===== src/rtl/alu_op_sequencer.sv =====
// Drives one shared 4-bit ALU slice nibble by nibble, LSB first, to run a wide operation.
// Commands come in and results go out over valid/ready handshakes.
module alu_op_sequencer #(
    parameter int unsigned NIBBLES = 2
) (
    input  logic                 i_clk,
    input  logic                 i_rst,
    input  logic                 i_cmd_valid,
    output logic                 o_cmd_ready,
    input  logic [3:0]           i_cmd_op,
    input  logic [4*NIBBLES-1:0] i_cmd_a,
    input  logic [4*NIBBLES-1:0] i_cmd_b,
    output logic [3:0]           o_alu_a,
    output logic [3:0]           o_alu_b,
    output logic                 o_alu_inva,
    output logic                 o_alu_ena,
    output logic                 o_alu_enb,
    output logic                 o_alu_f1,
    output logic                 o_alu_f0,
    output logic                 o_alu_cin,
    input  logic [3:0]           i_alu_result,
    input  logic                 i_alu_cout,
    output logic                 o_rsp_valid,
    input  logic                 i_rsp_ready,
    output logic [4*NIBBLES-1:0] o_rsp_result,
    output logic                 o_rsp_cout,
    output logic                 o_rsp_zero,
    output logic                 o_busy
);

    localparam int unsigned W     = 4 * NIBBLES;
    localparam int unsigned IDX_W = (NIBBLES > 1) ? $clog2(NIBBLES) : 1;

    typedef enum logic [1:0] {
        StIdle,
        StExec,
        StResp
    } state_e;

    state_e           r_state;
    state_e           w_state_next;
    logic [3:0]       r_op;
    logic [W-1:0]     r_a;
    logic [W-1:0]     r_b;
    logic [W-1:0]     r_result;
    logic [W-1:0]     w_result_next;
    logic             r_carry;
    logic             r_zero;
    logic [IDX_W-1:0] r_idx;
    logic [IDX_W+1:0] w_base;
    logic             w_last;
    logic [5:0]       w_ctrl;

    assign w_base = {r_idx, 2'b00};
    assign w_last = (r_idx == IDX_W'(NIBBLES - 1));

    // Control word {INVA, ENA, ENB, F1, F0, CIN0}
    always_comb begin
        w_ctrl = 6'b000000;
        case (r_op)
            4'h0: w_ctrl = 6'b010010;
            4'h1: w_ctrl = 6'b001010;
            4'h2: w_ctrl = 6'b110010;
            4'h3: w_ctrl = 6'b001100;
            4'h4: w_ctrl = 6'b011110;
            4'h5: w_ctrl = 6'b011111;
            4'h6: w_ctrl = 6'b010111;
            4'h7: w_ctrl = 6'b001111;
            4'h8: w_ctrl = 6'b111111;
            4'h9: w_ctrl = 6'b101110;
            4'hA: w_ctrl = 6'b110111;
            4'hB: w_ctrl = 6'b011000;
            4'hC: w_ctrl = 6'b011010;
            4'hD: w_ctrl = 6'b000110;
            4'hE: w_ctrl = 6'b000111;
            4'hF: w_ctrl = 6'b100110;
            default: w_ctrl = 6'b000000;
        endcase
    end

    // ALU drive is forced to zero outside EXEC so the slice computes 0 & 0.
    always_comb begin
        o_alu_a    = 4'h0;
        o_alu_b    = 4'h0;
        o_alu_inva = 1'b0;
        o_alu_ena  = 1'b0;
        o_alu_enb  = 1'b0;
        o_alu_f1   = 1'b0;
        o_alu_f0   = 1'b0;
        o_alu_cin  = 1'b0;
        if (r_state == StExec) begin
            o_alu_a    = r_a[w_base +: 4];
            o_alu_b    = r_b[w_base +: 4];
            o_alu_inva = w_ctrl[5];
            o_alu_ena  = w_ctrl[4];
            o_alu_enb  = w_ctrl[3];
            o_alu_f1   = w_ctrl[2];
            o_alu_f0   = w_ctrl[1];
            if (r_idx == '0) begin
                o_alu_cin = w_ctrl[0];
            end else if (w_ctrl[2:1] == 2'b11) begin
                o_alu_cin = r_carry;
            end
        end
    end

    always_comb begin
        w_result_next                = r_result;
        w_result_next[w_base +: 4]   = i_alu_result;
    end

    always_comb begin
        w_state_next = r_state;
        case (r_state)
            StIdle: if (i_cmd_valid) w_state_next = StExec;
            StExec: if (w_last) w_state_next = StResp;
            StResp: if (i_rsp_ready) w_state_next = StIdle;
            default: w_state_next = StIdle;
        endcase
    end

    always_ff @(posedge i_clk or posedge i_rst) begin
        if (i_rst) begin
            r_state  <= StIdle;
            r_op     <= 4'h0;
            r_a      <= '0;
            r_b      <= '0;
            r_result <= '0;
            r_carry  <= 1'b0;
            r_zero   <= 1'b0;
            r_idx    <= '0;
        end else begin
            r_state <= w_state_next;
            case (r_state)
                StIdle: begin
                    if (i_cmd_valid) begin
                        r_op    <= i_cmd_op;
                        r_a     <= i_cmd_a;
                        r_b     <= i_cmd_b;
                        r_idx   <= '0;
                        r_carry <= 1'b0;
                        r_zero  <= 1'b0;
                    end
                end
                StExec: begin
                    r_result <= w_result_next;
                    r_carry  <= i_alu_cout;
                    if (w_last) begin
                        r_idx  <= '0;
                        r_zero <= (w_result_next == '0);
                    end else begin
                        r_idx <= r_idx + 1'b1;
                    end
                end
                default: ;
            endcase
        end
    end

    assign o_cmd_ready  = (r_state == StIdle);
    assign o_rsp_valid  = (r_state == StResp);
    assign o_busy       = (r_state != StIdle);
    assign o_rsp_result = r_result;
    assign o_rsp_cout   = r_carry;
    assign o_rsp_zero   = r_zero;

endmodule


===== config.mk =====
export PLATFORM = sky130hd
export DESIGN_NAME = alu_op_sequencer
export DESIGN_NICKNAME = d
export VERILOG_FILES = /design/src/rtl/alu_op_sequencer.sv
export SDC_FILE = /design/constraint.sdc
export NUM_CORES = 1
export LEC_CHECK = 0
export BUFFER_PORTS_ARGS = -buffer_cell sky130_fd_sc_hd__buf_2
export CAP_MARGIN = 20
export CORE_MARGIN = 3
export CORE_UTILIZATION = 50
export DETAILED_ROUTE_END_ITERATION = 16
export PLACE_DENSITY = 0.79
export SYNTH_ARGS = -nofsm -noshare
export SYNTH_HDL_FRONTEND = slang
export SYNTH_SLANG_ARGS = --single-unit

===== constraint.sdc =====
create_clock -name i_clk -period 1.65 [get_ports i_clk]
set_input_delay 0.33 -clock i_clk [delete_from_list [all_inputs] [get_ports i_clk]]
set_output_delay 0.33 -clock i_clk [all_outputs]
set_load 0.05 [all_outputs]

## Word-level counts from Yosys, hierarchy flattened

Memories as Yosys holds them, arrays and structs flattened.
Index checks and enable logic that the tools add are counted.

- Output and inout port bits: 27
- ROM bits: 96
- Input port bits: 29
- Logic and storage cells: 50
- Memories kept: 1
- Register bits: 33

- Reductions and logical operators: 8
- Equal/unequal tests: 6
- Add/subtract/negate cells: 2
- Shift-type cells: 4
- Muxes and demuxes: 21

Memories:

| name | words | bits a word | read ports | clocked after Yosys merged registers in | write ports | RTL line | source |
|---|---|---|---|---|---|---|---|
| (no name shown) | 16 | 6 | 1 | 0 | 0 | 60 | `case (r_op)` |

Operator list:

| kind | number |
|---|---|
| $shiftx 8x4->4 | 2 |
| $mux 1 | 11 |
| $bwmux 8 | 1 |
| $logic_not 8->1 | 1 |
| $mux 4 | 2 |
| $shift 4x5->8 const A | 1 |
| $shiftx 4x5->8 | 1 |
| $mux 2 | 3 |
| $pmux 1 s2 | 3 |
| $pmux 2 s3 | 1 |
| $reduce_and 3->1 | 2 |
| $neg 3->5 | 1 |
| $eq 2x2->1 const B | 2 |
| $ne 2x2->1 const B | 2 |
| $reduce_and 2->1 | 2 |
| $reduce_bool 2->1 | 2 |
| $eq 2x1->1 const B | 1 |
| $logic_not 2->1 | 1 |
| $ne 2x1->1 const B | 1 |
| $add 1x1->1 const B | 1 |

## Longest topological paths before layout

- Depth after elaboration: 6
- Mapped depth: 5

## Least setup slack after synthesis

Ideal clock, no wire load.

- Path kind: reg2out
- Start point: register r_carry, in the netlist o_rsp_cout
- End point: output port o_alu_cin
- Data arrival time: 3.269 ns
- Cell stages (with the launch flop): 3
- Slack: -1.949 ns
- Path buffers: 0
- Cell sequence: dfrtp_1 > a22oi_1 > a2111oi_0

- Longest elaborated chain between the ends: 3

RTL lines:

| what | RTL line | source |
|---|---|---|
| start: declaration | 47 | `logic r_carry;` |
| start signal: assignment | 147 | `r_carry <= i_alu_cout;` |
| $mux 1 | 101 | `end else if (w_ctrl[2:1] == 2'b11) begin` |
| $mux 1 | 99 | `if (r_idx == '0) begin` |
| $mux 1 | 91 | `if (r_state == StExec) begin` |
| end: declaration | 20 | `output logic o_alu_cin,` |

No other way between the ends.

## Worst setup path after layout

- Start point: register r_op[3]
- End point: output port o_alu_f1

- Longest elaborated chain between the ends: 2

RTL lines:

| what | RTL line | source |
|---|---|---|
| start: declaration | 42 | `logic [3:0] r_op;` |
| start signal: assignment | 137 | `r_op <= i_cmd_op;` |
| $mem_v2 16x6 | -- |  |
| $mux 1 | 91 |  |
| end: declaration | 18 | `output logic o_alu_f1,` |

No other way between the ends.

==> flow_summary.ini <==
[timing]
finalSetupViolations = 14
fin_crit_sh = 1.18
finalHoldViolCount = 0
layout_min_cycle_time_ps = 1950
setup_slack_ps = -297
fin_setup_tns_ps = -2370
maxSlewHeadroom = 0.713
finClkSkew_ps = 10.8
max_clock_freq_mhz = 514
worstMarginPinSlew_ps = 431
rsz0062_at_grt = true
slew_viol_final = 0

[yosys]
ys_seq_area_frac = 0.494
synthXorXnorAreaFrac = 0
ys_ff_latch = 33
postSynth.asyncResetShare = 1.00
yosys.area_share.simple = 0.109
synth_top_area_share = 0.494
synth_ff_type = dfrtp_1
yosysWarnings = 0
syn_area_um2 = 1670
synth_top_family_by_area = multiplexers
ys_top_cells_by_area = dfrtp_1, mux2_4, mux2_2
yosys.area_share.adder = 0
syn_inst = 137
synth_edf_count = 0
synth.distinct_cells = 30
synthMuxAreaShare = 0.281
syn_avg_cell_area_um2 = 12.2
yosysTopAreaCell = dfrtp_1
syn-num-nets = 166
synth_compound_area_frac = 0.0667

[min_path]
holdCritPathClass = in2reg

[cells_and_area]
n_antenna_cell = 0
nets = 241
fillers = 179
area_growth_pct = 49.9
layout-drive-gt1-share = 0.681

[floorplan]
die_w_um = 63.8
die_area_um2 = 4070
initial_core_util = 0.534
rows = 20
core_um2 = 3130
top_level_ports = 56
die_h_um = 63.8

[grt]
grt_antenna_before_repair = 0
grt_pass1_vias = 1496
grt_start_max_net_pins = 13
grt-ovfl-total = 0
grt_use_total = 0.244
grt_pass1_wl_mm = 7.42

[setup_path]
cpMostUsedCell = nor2_4
crit_path_max_fanout = 8
arrival_ps = 1620
max_stage_delay_ps = 480
path_class = reg2out
critPathLaunchType = flip-flop
crit_chain = buf_4 -> nor2_4 -> nor2_4 -> o221a_4 -> buf_8
crit_required_ps = 1320
cp-end-kind = primary output
critical_path.top_delay_family = flip-flops
cp_slowest_cell = dfrtp_2
cp.buffers_inverters = 2

[run_status]
status = finished, violations left
violations = negative setup slack

[clock_tree]
numClockSinks = 33
htreeDepth = 2
clkLatencyLatePin_ps = 340
clockBufferDepth = 2
cts_buffers = 5
path_clk_slew_ps = 100
cts_tree = built
clockRootBuffer = clkbuf_4

[route]
post_drt_wl_per_cell_um = 17.8
drt_iter0_markers = 70
wl_mm = 4.58
route.antenna.remaining_nets = 0
drc = 0
drtPass1Iterations = 4
drt-vias-per-instance = 5.25
vias = 1349

[job]
max_cap_violations = 0

[placement]
port_buffers = 55
place_congestion = 0.784
dp_hpwl_mm = 2.87
-- stage by stage --
| stage | cells | area (um2) | setup WS [ps] | hold slack (ps) | utilization |
|---|---|---|---|---|---|
| 2_1_floorplan | 137 | 1730 | -131 | 438 | - |
| 3_3_place_gp | 240 | 2120 | 0.925 | 332 | 0.679 |
| 3_5_place_dp | 240 | 2120 | -49.4 | 342 | 0.679 |
| 4_1_cts | 257 | 2450 | -321 | 163 | 0.784 |
| 5_1_grt | 257 | 2500 | -377 | 163 | 0.800 |
| 6_report | 257 | 2500 | -297 | 177 | 0.800 |
-- synthesized netlist by cell type (all sizes together) (2+ instances only) --
cell type  count
a21oi          7
buf            8
clkbuf         2
dfrtp         33
inv            3
mux2          28
mux2i          9
nand2          6
nand2b         2
nor2          16
nor2b          3
nor4           2
o21ai          4
o21bai         2
-- timing repair --
action                                  4_1_cts  5_1_grt
buffers inserted                              8        0
endpoints found under the hold margin        10        0
endpoints found under the setup margin       14       17
pin swaps                                    12        9
resized for setup                            54       12
hold buffers                                  1        0
-- placed cells by master, fill, tap and decap left out, drive strengths merged, types with 3 or more instances in the layout --
cell type / n
inv: 3
a21oi: 7
mux2: 28
mux2i: 9
nor2: 16
clkbuf: 9
nand2: 6
o21ai: 4
dfrtp: 33
nor2b: 3
buf: 76
-- state kept, by name (all words and copies together) (netlist names) --
signal / count
o_rsp_zero: 1
r_a: 8
r_state: 2
r_idx: 1
r_b: 8
r_op: 4
o_rsp_cout: 1
o_rsp_result: 8
-- metal layers --
metal | global-route usage | part of all wire | up-vias
li1 | - | - | 624
met1 | 0.271 | 0.39 | 666
met2 | 0.431 | 0.54 | 45
met3 | 0.0650 | 0.039 | 14
met4 | 0.113 | 0.035 | 0
met5 | 0 | 0 | -
-- final cells by class --
cell class              count  area, um2  share of cell area
clock buffers               8       58.8              0.0235
inverters                   3       11.3             0.00450
multi-input cells          91        916               0.366
flip-flops and latches     33        831               0.332
well taps                  44       55.1              0.0220
repair buffers             78        632               0.252
-- kinds of logic after synthesis --
family          after synthesis
mux                          37
simple gates                 36
flops                        33
compound gates               18
buf+inv                      13
-- final timing paths --
path | start | endpoint | slack (ps) | cells after the start
hold reg to reg | o_rsp_result[7] | o_rsp_result[7] | 510 | 1
setup reg to reg | r_idx | o_rsp_result[4] | 80 | 5
min in group asynchronous | i_rst | r_op[1] | 550 | 3
max in group asynchronous | i_rst | r_b[2] | 570 | 4
hold / removal | i_rsp_ready | r_state[1] | 180 | 2
setup / recovery | r_op[3] | o_alu_f1 | -300 | 5
Power is left out: the tool's default activity adds up to more than one toggle a clock period on the data nets, which glitch-free logic cannot reach.
